===== src/rtl/uart_tx_poll_pkg.sv =====
// uart_tx_pkg: shared states, frame constants and register offsets for uart_tx_poll.
// FRAME_BITS follows the UART_TX_PARITY_EN build macro.
package uart_tx_pkg;
    typedef enum logic [2:0] {IDLE, START, DATA, PARITY, STOP} tx_state_t;
    localparam int DATA_BITS = 8;
`ifdef UART_TX_PARITY_EN
    localparam int FRAME_BITS = 11;
`else
    localparam int FRAME_BITS = 10;
`endif
    localparam logic REG_DATA   = 1'b0;
    localparam logic REG_STATUS = 1'b1;
endpackage


===== src/rtl/uart_tx_poll_if.sv =====
// uart_tx_poll_if: CPU-side register bus plus serial line of the polled transmitter.
interface uart_tx_poll_if;
    logic        a0;
    logic        wt;
    logic [15:0] data_in;
    logic [15:0] data_out;
    logic        txd;
    modport master (output a0, wt, data_in, input data_out, txd);
    modport slave  (input a0, wt, data_in, output data_out, txd);
endinterface


===== src/rtl/uart_tx_poll_baud_gen.sv =====
// baud_gen: free-running 0..CLKS_PER_BIT-1 counter with a one-cycle tick at terminal count.
// restart zeroes the count so the following bit period is full length.
module baud_gen #(
    parameter int CLKS_PER_BIT = 434
) (
    input  logic clk,
    input  logic reset,
    input  logic restart,
    output logic tick
);
    localparam int W = CLKS_PER_BIT > 1 ? $clog2(CLKS_PER_BIT) : 1;
    logic [W-1:0] r_cnt;
    assign tick = !restart && r_cnt == W'(CLKS_PER_BIT - 1);
    always_ff @(posedge clk) begin
        if (reset || restart) r_cnt <= '0;
        else                  r_cnt <= tick ? '0 : r_cnt + W'(1);
    end
endmodule


===== src/rtl/uart_tx_poll.sv =====
// uart_tx_poll: polled memory-mapped 8N1 transmitter (8E1 when UART_TX_PARITY_EN is defined).
// DATA write starts a frame when ready; STATUS reads back the ready flag.
module uart_tx_poll
    import uart_tx_pkg::*;
#(
    parameter int CLKS_PER_BIT = 434
) (
    input  logic           clk,
    input  logic           reset,
    uart_tx_poll_if.slave  bus
);
    tx_state_t  r_state, w_state_n;
    logic [2:0] r_bit, w_bit_n, w_next_bit;
    logic [7:0] r_byte, w_byte_n;
    logic       r_txd, w_txd_n, r_ready, w_ready_n;
    logic       w_accept, w_tick;

    assign w_accept     = bus.wt && bus.a0 == REG_DATA && r_ready;
    assign w_next_bit   = r_bit + 3'd1;
    assign bus.txd      = r_txd;
    assign bus.data_out = bus.a0 == REG_STATUS ? {15'h0000, r_ready} : {8'h00, r_byte};

    baud_gen #(.CLKS_PER_BIT(CLKS_PER_BIT)) u_baud (
        .clk     (clk),
        .reset   (reset),
        .restart (w_accept),
        .tick    (w_tick)
    );

    always_comb begin
        w_state_n = r_state;
        w_bit_n   = r_bit;
        w_byte_n  = r_byte;
        w_txd_n   = r_txd;
        w_ready_n = r_ready;
        case (r_state)
            IDLE: if (w_accept) begin
                w_state_n = START;
                w_byte_n  = bus.data_in[7:0];
                w_ready_n = 1'b0;
                w_txd_n   = 1'b0;
                w_bit_n   = '0;
            end
            START: if (w_tick) begin
                w_state_n = DATA;
                w_txd_n   = r_byte[0];
            end
            DATA: if (w_tick) begin
                if (r_bit == 3'(DATA_BITS - 1)) begin
`ifdef UART_TX_PARITY_EN
                    w_state_n = PARITY;
                    w_txd_n   = ^r_byte;
`else
                    w_state_n = STOP;
                    w_txd_n   = 1'b1;
`endif
                end else begin
                    w_bit_n = w_next_bit;
                    w_txd_n = r_byte[w_next_bit];
                end
            end
`ifdef UART_TX_PARITY_EN
            PARITY: if (w_tick) begin
                w_state_n = STOP;
                w_txd_n   = 1'b1;
            end
`endif
            STOP: if (w_tick) begin
                w_state_n = IDLE;
                w_ready_n = 1'b1;
            end
            default: begin
                w_state_n = IDLE;
                w_txd_n   = 1'b1;
                w_ready_n = 1'b1;
            end
        endcase
    end

    always_ff @(posedge clk) begin
        if (reset) begin
            r_state <= IDLE;
            r_bit   <= '0;
            r_byte  <= 8'h00;
            r_txd   <= 1'b1;
            r_ready <= 1'b1;
        end else begin
            r_state <= w_state_n;
            r_bit   <= w_bit_n;
            r_byte  <= w_byte_n;
            r_txd   <= w_txd_n;
            r_ready <= w_ready_n;
        end
    end
endmodule


===== src/flat_wrapper.sv =====
// flat-port wrapper written by rule: the top's interface ports become plain ports
module uart_tx_poll_flat import uart_tx_pkg::*;
#(
    parameter int CLKS_PER_BIT = 434
)
  (clk, reset, bus_a0, bus_wt, bus_data_in, bus_data_out, bus_txd);
  uart_tx_poll_if bus_i ();
  input  logic clk;
  input  logic reset;
  input wire logic [$bits(bus_i.a0)-1:0] bus_a0;
  input wire logic [$bits(bus_i.wt)-1:0] bus_wt;
  input wire logic [$bits(bus_i.data_in)-1:0] bus_data_in;
  output wire logic [$bits(bus_i.data_out)-1:0] bus_data_out;
  output wire logic [$bits(bus_i.txd)-1:0] bus_txd;
  assign bus_i.a0 = bus_a0;
  assign bus_i.wt = bus_wt;
  assign bus_i.data_in = bus_data_in;
  assign bus_data_out = bus_i.data_out;
  assign bus_txd = bus_i.txd;
  uart_tx_poll #(.CLKS_PER_BIT(CLKS_PER_BIT)) u_core (.clk(clk), .reset(reset), .bus(bus_i));
endmodule

===== config.mk =====
export PLATFORM = sky130hd
export DESIGN_NAME = uart_tx_poll_flat
export DESIGN_NICKNAME = d
export VERILOG_FILES = /design/src/rtl/uart_tx_poll_pkg.sv /design/src/rtl/uart_tx_poll_if.sv /design/src/rtl/uart_tx_poll_baud_gen.sv /design/src/rtl/uart_tx_poll.sv /design/src/flat_wrapper.sv
export SDC_FILE = /design/constraint.sdc
export NUM_CORES = 1
export LEC_CHECK = 0
export CAP_MARGIN = 20
export CELL_PAD_IN_SITES_DETAIL_PLACEMENT = 1
export CELL_PAD_IN_SITES_GLOBAL_PLACEMENT = 1
export CORE_MARGIN = 3
export CORE_UTILIZATION = 38
export CTS_CLUSTER_SIZE = 16
export DETAILED_ROUTE_END_ITERATION = 12
export PLACE_DENSITY = 0.94
export REMOVE_ABC_BUFFERS = 1
export SKIP_LAST_GASP = 1
export SYNTH_ARGS = -nofsm -noshare
export SYNTH_HDL_FRONTEND = slang
export SYNTH_HIERARCHICAL = 1
export SYNTH_SLANG_ARGS = --single-unit

===== constraint.sdc =====
create_clock -name clk -period 4.7 [get_ports clk]
set_input_delay 0.94 -clock clk [delete_from_list [all_inputs] [get_ports clk]]
set_output_delay 0.94 -clock clk [all_outputs]
set_load 0.02 [all_outputs]

==> flow_summary.json <==
{
  "hpwl_um": 2759,
  "antenna_found_initial": 0,
  "yosysWarningCount": 6,
  "postCtsHoldBufs": 0,
  "ir_drop_uv": 99.20,
  "max-cap-violations": 0,
  "route.detailed.drc": 0,
  "synthTopCellsByArea": "dfxtp_1, mux2i_1, buf_4",
  "ctsLongestPathBuffers": 2,
  "syn2layout_area_growth_pct": 17.20,
  "avgSynthCellArea_sq_um": 9.297,
  "fin_tns_setup_ps": 0,
  "fillers": 400,
  "wire_per_inst_um": 16.13,
  "stdcell_area_sq_um": 1645,
  "cts_setup_buffers": 0,
  "worst-setup-path-type": "in2reg",
  "first_pass_iters": 4,
  "tightest_slew_ps": 765.3,
  "drive_gt1_share_pct": 9.467,
  "regArea_sq_um": 500.5,
  "mostFrequentLayoutCell": "dfxtp_1",
  "dpl_cell_area_sq_um": 1599,
  "placed_cells": 211,
  "cts_tree": "built",
  "grt_overflow": 0,
  "critical_path_required_ps": 4870,
  "core-area_sq_um": 3442,
  "total_power_mw": 0.4276,
  "ys_seq_area_share_pct": 35.65,
  "grt_use_met1_pct": 18.74,
  "viasPerCell": 5.395,
  "final_cell_mix": "dfxtp_1, clkdlybuf4s50_1, nor2_1, mux2i_1",
  "finalMaxSlewViolations": 0,
  "synth_top_area_share_pct": 35.65,
  "hold_path_class": "reg2reg",
  "cts_root_buf": "clkbuf_8",
  "syn_area_sq_um": 1404,
  "fin_crit_sh_pct": 75.47,
  "fmax_mhz": 281.9,
  "met2_usage_pct": 31.44,
  "path_max_fanout": 9,
  "hold_viol_final": 0,
  "drtIter0Drc": 69,
  "grt_util_met3_pct": 2.530,
  "clkSinkCount": 25,
  "ys_types": 47,
  "io-pin-count": 37,
  "power_density_nw_per_um2": 259.9,
  "start_kind": "input pin",
  "p_leak_nw": 0.6214,
  "cp-end-kind": "register",
  "drtAntennaViolNets": 0,
  "synth_edf_count": 0,
  "routabilityCongestion": 0.7885,
  "setup_violations": 0,
  "die_w_um": 66.78,
  "n_antenna_cell": 0,
  "drt-total-wl_um": 3468,
  "cts_buffers": 3,
  "die_h_um": 66.78,
  "dieArea_sq_um": 4460,
  "multi_input_area_sq_um": 814.5,
  "cts_resized": 0,
  "start_util_pct": 40.79,
  "layout_min_cycle_time_ps": 3547,
  "fin_util_pct": 47.80,
  "io_buffers": 20,
  "synth_seq_cells": 25,
  "relSlewSlack_pct": 48.59,
  "grtUsageTotal_pct": 16.84,
  "htreeDepth": 1,
  "grt_pass1_wl_um": 5644,
  "clock_latency_ps": 270,
  "rows": 21,
  "fin_cells": 215,
  "clock_skew_ps": 2.624,
  "grt_max_degree": 21,
  "syn_inst": 151,
  "status": "finished clean",
  "grt_pass1_vias": 1198,
  "synthArstFlopShare_pct": 0,
  "clk_pin_slew_ps": 90,
  "ys.flop_type": "dfxtp_1",
  "synth_top_area_cell": "dfxtp_1",
  "num_vias": 1160,
  "finalNetCount": 194,
  "arrival_ps": 3710,
  "busiest_layer": "met2",
  "rsz0062_at_grt": "no"
}
## cell families (layout without fill, tap and decap cells)
family / Yosys count / count (layout) / synth area share (%)
flip-flops: 25 / 25 / 35.65
adder cells (fa/ha/maj): 4 / 4 / 3.565
XOR/XNOR: 4 / 4 / 2.496
AO/OA/AOI/OAI: 28 / 28 / 15.15
other: 1 / 8 / 0.2671
AND/OR/NAND/NOR: 57 / 57 / 23.71
buffers and inverters: 20 / 31 / 8.200
multiplexers: 12 / 12 / 10.96
## path summary, 6_finish.rpt
kind	startpoint	endpoint	slack [ps]	depth (start not counted)
setup reg to reg	u_core/r_ready	u_core/r_ready	2250	8
setup / recovery	bus_a0	u_core/r_ready	1150	9
hold / removal	u_core/r_bit[1]	u_core/r_bit[1]	490	2
hold reg to reg	u_core/r_bit[1]	u_core/r_bit[1]	490	2
## cell type report
type / count / area share (%)
inverters: 7 / 1.597
well taps: 46 / 3.498
clock inverters: 1 / 0.3042
repair buffers: 20 / 12.17
multi-input cells: 113 / 49.51
clock buffers: 3 / 2.510
flip-flops and latches: 25 / 30.42
## layer usage
layer,part of all wire [%],wire [um]
met1,41,1434
met5,0,0
met2,54,1858
met4,2.1,74
met3,2.9,100
## state kept, by name, summed over array words and instances (netlist names)
signal	count
u_core/r_ready	1
u_core/r_bit	3
u_core/r_byte	8
u_core/bus.txd	1
u_core/u_baud/r_cnt	9
u_core/r_state	3
## cell usage after synthesis (2+ instances only)
cell type and count:
buf_4 10, xor2_1 2, a31oi_1 5, inv_2 2
or2_2 2, o21ai_0 3, a21oi_1 8, mux4_1 2
nand3b_1 3, dfxtp_1 25, mux2i_1 9, nand2_1 5
inv_1 5, or3_1 3, nand3_1 3, xnor2_1 2
ha_1 4, nor2b_1 8, nor3_1 4, nor2_1 18
buf_2 2
## report_power, final
group	leakage, nW	internal [mW]	switching (mW)
clock	0.0255	0.0594	0.0698
combinational	0.393	0.0321	0.0356
sequential	0.203	0.220	0.0106
total	0.621	0.312	0.116
## stage by stage
step                setup WS [ps]  hold WS, ps
global route                953.4        522.7
detailed placement          885.8        477.8
finish                       1153        487.1
floorplan                    2006        429.5
CTS                          1181        490.7
global placement            979.9        444.6
## critical path, cell delays in order
cell and delay (ps):
clkdlybuf4s50_1 690, nand3b_1 230, inv_2 100, nand4bb_1 350, nor3_1 670, nor2_1 140
a21oi_1 190, o32ai_1 100, a211o_1 310
Note: power is estimated with default switching activity, not from simulation.
